### src/rtl/display_pkg.sv
// Shared constants for the display path: converter sizing, FSM encoding and
// the refresh interval agreed between the converter and the segment serialiser.
package display_pkg;

  localparam int BIN_W         = 14;
  localparam int DIGITS        = 4;
  localparam int MAX_VAL       = 9999;
  localparam int SEND_INTERVAL = 50000;

  typedef enum logic {
    IDLE  = 1'b0,
    SHIFT = 1'b1
  } state_t;

endpackage

### src/rtl/bcd_add3.sv
// One BCD digit correction cell: digits of 5 or more get 3 added before the
// next shift, so the doubled value carries correctly into the next digit.
module bcd_add3 (
  input  logic [3:0] digit,
  output logic [3:0] adjusted
);

  // Correct the digit before it is doubled.
  always_comb begin
    adjusted = digit;
    if (digit >= 4'd5) begin
      adjusted = digit + 4'd3;
    end else begin
      adjusted = digit;
    end
  end

endmodule

### src/rtl/bin2bcd_seq.sv
// Sequential shift-and-add-3 binary-to-BCD converter: one bit per enabled
// clock, saturating to all nines when the input exceeds the displayable range.
module bin2bcd_seq
  import display_pkg::*;
(
  input  logic                  clk,
  input  logic                  reset,
  input  logic                  enable,
  input  logic                  start,
  input  logic [BIN_W-1:0]      bin_in,
  output logic [4*DIGITS-1:0]   bcd_out,
  output logic                  busy,
  output logic                  done,
  output logic                  overflow
);

  localparam int SR_W  = 4*DIGITS + BIN_W;
  localparam int CNT_W = $clog2(BIN_W);
  localparam logic [BIN_W:0]   MAX_CMP  = (BIN_W+1)'(MAX_VAL);
  localparam logic [CNT_W-1:0] LAST_CNT = CNT_W'(BIN_W - 1);

  state_t                 state_r;
  logic [CNT_W-1:0]       counter_r;
  logic [SR_W-1:0]        sr_r;
  logic                   sat_r;
  logic [4*DIGITS-1:0]    adj_s;
  logic [SR_W-1:0]        next_sr_s;

  genvar g;
  generate
    for (g = 0; g < DIGITS; g++) begin : g_digit
      bcd_add3 u_add3 (
        .digit    (sr_r[BIN_W + 4*g +: 4]),
        .adjusted (adj_s[4*g +: 4])
      );
    end
  endgenerate

  // One iteration: corrected digits above the remaining binary bits, doubled.
  always_comb begin
    next_sr_s = {adj_s, sr_r[BIN_W-1:0]} << 1;
  end

  // FSM, iteration counter, shift register and registered outputs.
  always_ff @(posedge clk or posedge reset) begin
    if (reset) begin
      state_r   <= IDLE;
      counter_r <= '0;
      sr_r      <= '0;
      sat_r     <= 1'b0;
      bcd_out   <= '0;
      busy      <= 1'b0;
      done      <= 1'b0;
      overflow  <= 1'b0;
    end else begin
      // done is a single-clock pulse even when enable drops right after it
      done <= 1'b0;
      if (enable) begin
        case (state_r)
          IDLE: begin
            if (start) begin
              sr_r      <= {{(4*DIGITS){1'b0}}, bin_in};
              counter_r <= '0;
              sat_r     <= ({1'b0, bin_in} > MAX_CMP);
              busy      <= 1'b1;
              state_r   <= SHIFT;
            end else begin
              state_r   <= IDLE;
            end
          end
          SHIFT: begin
            sr_r      <= next_sr_s;
            counter_r <= counter_r + 1'b1;
            if (counter_r == LAST_CNT) begin
              bcd_out  <= sat_r ? {DIGITS{4'h9}} : next_sr_s[SR_W-1:BIN_W];
              overflow <= sat_r;
              done     <= 1'b1;
              busy     <= 1'b0;
              state_r  <= IDLE;
            end else begin
              state_r  <= SHIFT;
            end
          end
          default: begin
            state_r <= IDLE;
            busy    <= 1'b0;
          end
        endcase
      end else begin
        state_r <= state_r;
      end
    end
  end

endmodule

### config.mk
export PLATFORM = sky130hd
export DESIGN_NAME = bin2bcd_seq
export DESIGN_NICKNAME = d
export VERILOG_FILES = /design/src/rtl/display_pkg.sv /design/src/rtl/bcd_add3.sv /design/src/rtl/bin2bcd_seq.sv
export SDC_FILE = /design/constraint.sdc
export NUM_CORES = 1
export LEC_CHECK = 0
export BUFFER_PORTS_ARGS = -buffer_cell sky130_fd_sc_hd__buf_4
export CORE_UTILIZATION = 30
export DETAILED_ROUTE_END_ITERATION = 8
export HOLD_SLACK_MARGIN = 0.06
export SLEW_MARGIN = 10
export SYNTH_ARGS = -nofsm -noshare
export SYNTH_HDL_FRONTEND = slang
export SYNTH_HIERARCHICAL = 1
export SYNTH_SLANG_ARGS = --single-unit
### constraint.sdc
create_clock -name clk -period 1.8 [get_ports clk]
set_clock_uncertainty 0.15 [all_clocks]
set_input_delay 0.27 -clock clk [delete_from_list [all_inputs] [get_ports clk]]
set_output_delay 0.27 -clock clk [all_outputs]
set_load 0.01 [all_outputs]
# After elaboration in Yosys (flattened, before gate mapping)
# Index checks and enable logic that the tools add are counted.
# totals
inputBits	18
reg_bits	55
word_cells	44
# op_classes
n_lt_le_gt_ge	5
eq_ne	3
n_mux	18
bitwise_logic	1
n_reduce_logical	4
add_sub_neg	5
# op_table
operator	count
$pmux 30 s2	1
$mux 30	1
$ge 4x3->1 const B	4
$mux 16	1
$mux 4	4
$gt 14x14->1 const B	1
$add 4x2->4 const B	3
$reduce_and 3->1	3
$pmux 4 s2	1
$mux 1	7
$add 4x1->4 const B	1
$eq 4x4->1 const B	1
$pmux 1 s2	2
$add 3x2->3 const B	1
$mux 3	1
$ne 2x1->1 const B	1
$ne 2x2->1 const B	1
$reduce_and 2->1	1
$not 1->1	1

# Depth between registers and ports, before layout
# logic_depth
ltp_word	4
mapped_depth	7

# By module
# The synthesis kept the hierarchy.
# by_module_without_submodules
module	area_each_um2	cells_per_inst	n_inst
bin2bcd_seq	2322.2	196	1
bcd_add3	101.3	16	4

# Least setup slack after synthesis
# Ideal clock, no wire load.
# synth_path
path_type	reg2reg
startpoint	reg sr_r[22]
endpoint	reg bcd_out[10]
period_less_slack_ps	1674
setup_time_ps	125
required_ps	1525
path_buffers	0
setup_slack_ps	126
path_stages_with_launch	7
arrival_time_ps	1399
cell_sequence	dfrtp_1 -> ha_1 -> nand2b_1 -> a21oi_2 -> mux2i_1 -> nor2b_1 -> mux2_2
# synth_between
elab_chain_cells	3
# synth_rtl
item	line	source
start, declared	bin2bcd_seq.sv:24	logic [SR_W-1:0] sr_r;
start signal, assigned	bin2bcd_seq.sv:62	sr_r <= {{(4*DIGITS){1'b0}}, bin_in};
start signal, assigned	bin2bcd_seq.sv:72	sr_r <= next_sr_s;
$add 4x2->4 or $ge 4x3->1 (tied branches)	bcd_add3.sv:12, bcd_add3.sv:11	
$mux 4 (*)	bcd_add3.sv:11	if (digit >= 4'd5) begin
net adj_s[9]	bin2bcd_seq.sv:26	logic [4*DIGITS-1:0] adj_s;
$mux 16 (*)	bin2bcd_seq.sv:75	bcd_out <= sat_r ? {DIGITS{4'h9}} : next_sr_s[SR_W-1:BIN_W];
end signal, assigned	bin2bcd_seq.sv:75	
end, declared	bin2bcd_seq.sv:11	output logic [4*DIGITS-1:0] bcd_out,
# Mark *: on every way through the listed nets, which the timed path passes. The rest lies on a longest branch.
# A chain may end at the register's enable or synchronous reset.

# Final worst setup path
# layout_path
startpoint	reg sr_r[14]
endpoint	reg bcd_out[2]
# The elaborated chain is that of the path after synthesis.

==> flow_summary.toml <==
[run_status]
status = "complete, no violations"

[placed_design]
dp_hpwl_um = 3499
dp_cells = 395
dpl_cell_area_sq_mm = 0.003136
io_buffers = 36
place_congestion = 0.7735

[detailed_routing]
drc = 0
dr.pass1.iters = 3
via_per_inst = 4.671
vias = 1915
drtAntennaViolNets = 0
routed_wl_um = 5295
drt_iter0_drc = 59
wire_per_inst_um = 12.91

[setup_path]
timing.critical_path.from = "sr_r[14]"
ff2ff_path_depth = 6
r2r-end = "bcd_out[2]"
crit_path_start_kind = "register"
critPathArrivalTime_ps = 1760
worstPathMaxFanout = 4
rrSetupSlack_ps = 80
critPathCaptureType = "register"
worstReg2RegStart = "sr_r[14]"
path_class = "reg -> reg"
worstPathRequired_ps = 1840

[sta]
rsz0062_at_grt = "no"
finalHoldViolCount = 0
tightest_slew_ps = 691.7
min_period_over_period_pct = 95.43
fmax_mhz = 582.2
finalMaxSlewViolations = 0
timing.slew.headroom_pct = 53.89
setup_violations = 0
finalSetupTns_ps = 0
layout_min_cycle_time_ps = 1718

[global_routing]
grt.overflow.total = 0
grt_use_total_pct = 11.80
antenna_found_initial = 0
grt_pass1_vias = 1906
grt_pass1_wl_um = 9011
grt_max_degree = 42

[logic_synthesis]
yosys_warnings = 6
avgSynthCellArea_sq_um = 10.58
syn_area_sq_mm = 0.002708
synthesis.nets = 284
synthCells = 256

[cts]
clock_path_buffers = 2
path_clk_slew_ps = 90
cts-buffers-inserted = 5
cts_root_buffer = "clkbuf_8"
htreeDepth = 2
clk_latency_ps = 300
cts.sinks = 55
cts_tree = "built"

[power_and_ir_drop]
leakage_nw = 1.676
powerDensity_mw_per_mm2 = 1585
ir_drop_mv = 0.4552

[layout]
antennaDiodeCount = 0
fin_area_sq_mm = 0.003396
layout-drive-gt1-share_pct = 28.81
syn_to_final_growth_pct = 25.42
post-route-util_pct = 38.94
layout.nets = 330
instances_no_fill = 410

[hold_path]
hold_path.class = "in -> reg"
hp-start = "start"
hold_depth = 3
hold_end = "state_r"

[floorplan]
die_area_sq_mm = 0.009409
ios = 37
rows = 34
start_util_pct = 31.05
core-area_sq_mm = 0.008721
fp.dieH_um = 97
fp.dieW_um = 97

[job]
drv_cap = 0
power breakdown:
group,switching [W],internal [W]
Sequential,0.000445,0.00171
Combinational,0.00110,0.00133
Clock,0.000391,0.000409
stage by stage:
step / setup WS [ps] / power (W) / hold slack [ps]
after CTS: 7.373 / 0.005136 / 94.08
after global routing: 0.5224 / 0.005829 / 104.3
after detailed placement: 2.536 / 0.004300 / 121.2
final: 82.33 / 0.005383 / 101.8
after floorplan: 37.07 / 0.003614 / 252.5
after global placement: 53.76 / 0.004246 / 121.5
how the worst max path moves through the flow:
stage | end | slack (ps) | cells after the start
3_5_place_dp | bcd_out[10] | 3 | 6
6_report | bcd_out[2] | 80 | 6
4_1_cts | bcd_out[10] | 7 | 7
5_1_grt | bcd_out[14] | 0.5 | 7
3_3_place_gp | bcd_out[6] | 50 | 6
2_1_floorplan | bcd_out[0] | 40 | 1
sequential cells by signal (all words and copies together) (netlist names):
name	count
bcd_out	16
overflow	1
sr_r	30
counter_r	4
state_r	1
sat_r	1
busy	1
done	1
layout by cell type, fill, tap and decap left out, types with 2 or more instances in the layout:
| cell type | count |
|---|---|
| dfrtp_1 | 55 |
| buf_4 | 47 |
| nand2_1 | 32 |
| mux2i_1 | 26 |
| o21ai_0 | 19 |
| a22o_1 | 17 |
| nor2_1 | 15 |
| inv_1 | 14 |
| nor2b_1 | 7 |
| mux2_2 | 7 |
| inv_2 | 5 |
| clkbuf_8 | 5 |
| ha_2 | 5 |
| ha_1 | 4 |
| nand2b_1 | 4 |
| nand2b_4 | 3 |
| a21oi_4 | 3 |
| o21ai_1 | 3 |
| xnor2_1 | 3 |
| buf_12 | 3 |
| nand3_1 | 2 |
| mux2_4 | 2 |
| a21oi_1 | 2 |
| dlygate4sd3_1 | 2 |
worst max-delay path: stages, from the launching register on:
cell      delay, ps
dfrtp_1         420
ha_1            200
nand2b_4        150
a21oi_4         160
mux2i_1         120
nor2b_1         140
mux2_2          280
repair_timing:
item / in CTS / in global routing
endpoints found under the setup margin: 1 / 7
hold endpoints to repair: 15 / 0
hold buffers: 2 / 0
gates resized for setup: 0 / 22
setup buffers: 1 / 5
pin swaps: 0 / 6
area by class of cell:
type | count | area, sq um
fill | 847 | 5325
sequential | 55 | 1376
multi-input combinational | 169 | 1277
timing repair buffer | 52 | 432.9
tap | 108 | 135.1
clock buffer | 6 | 72.57
inverter | 19 | 71.32
clock inverter | 1 | 30.03
layer usage:
metal	track usage [%]	vias to the layer above	part of all wire [%]
met4	4.822	0	1.4
li1	-	954	-
met2	18.85	26	48
met1	15.61	927	48
met5	0	-	0
met3	2.384	8	2.7
No activity file was read; power rests on OpenSTA's default activity.
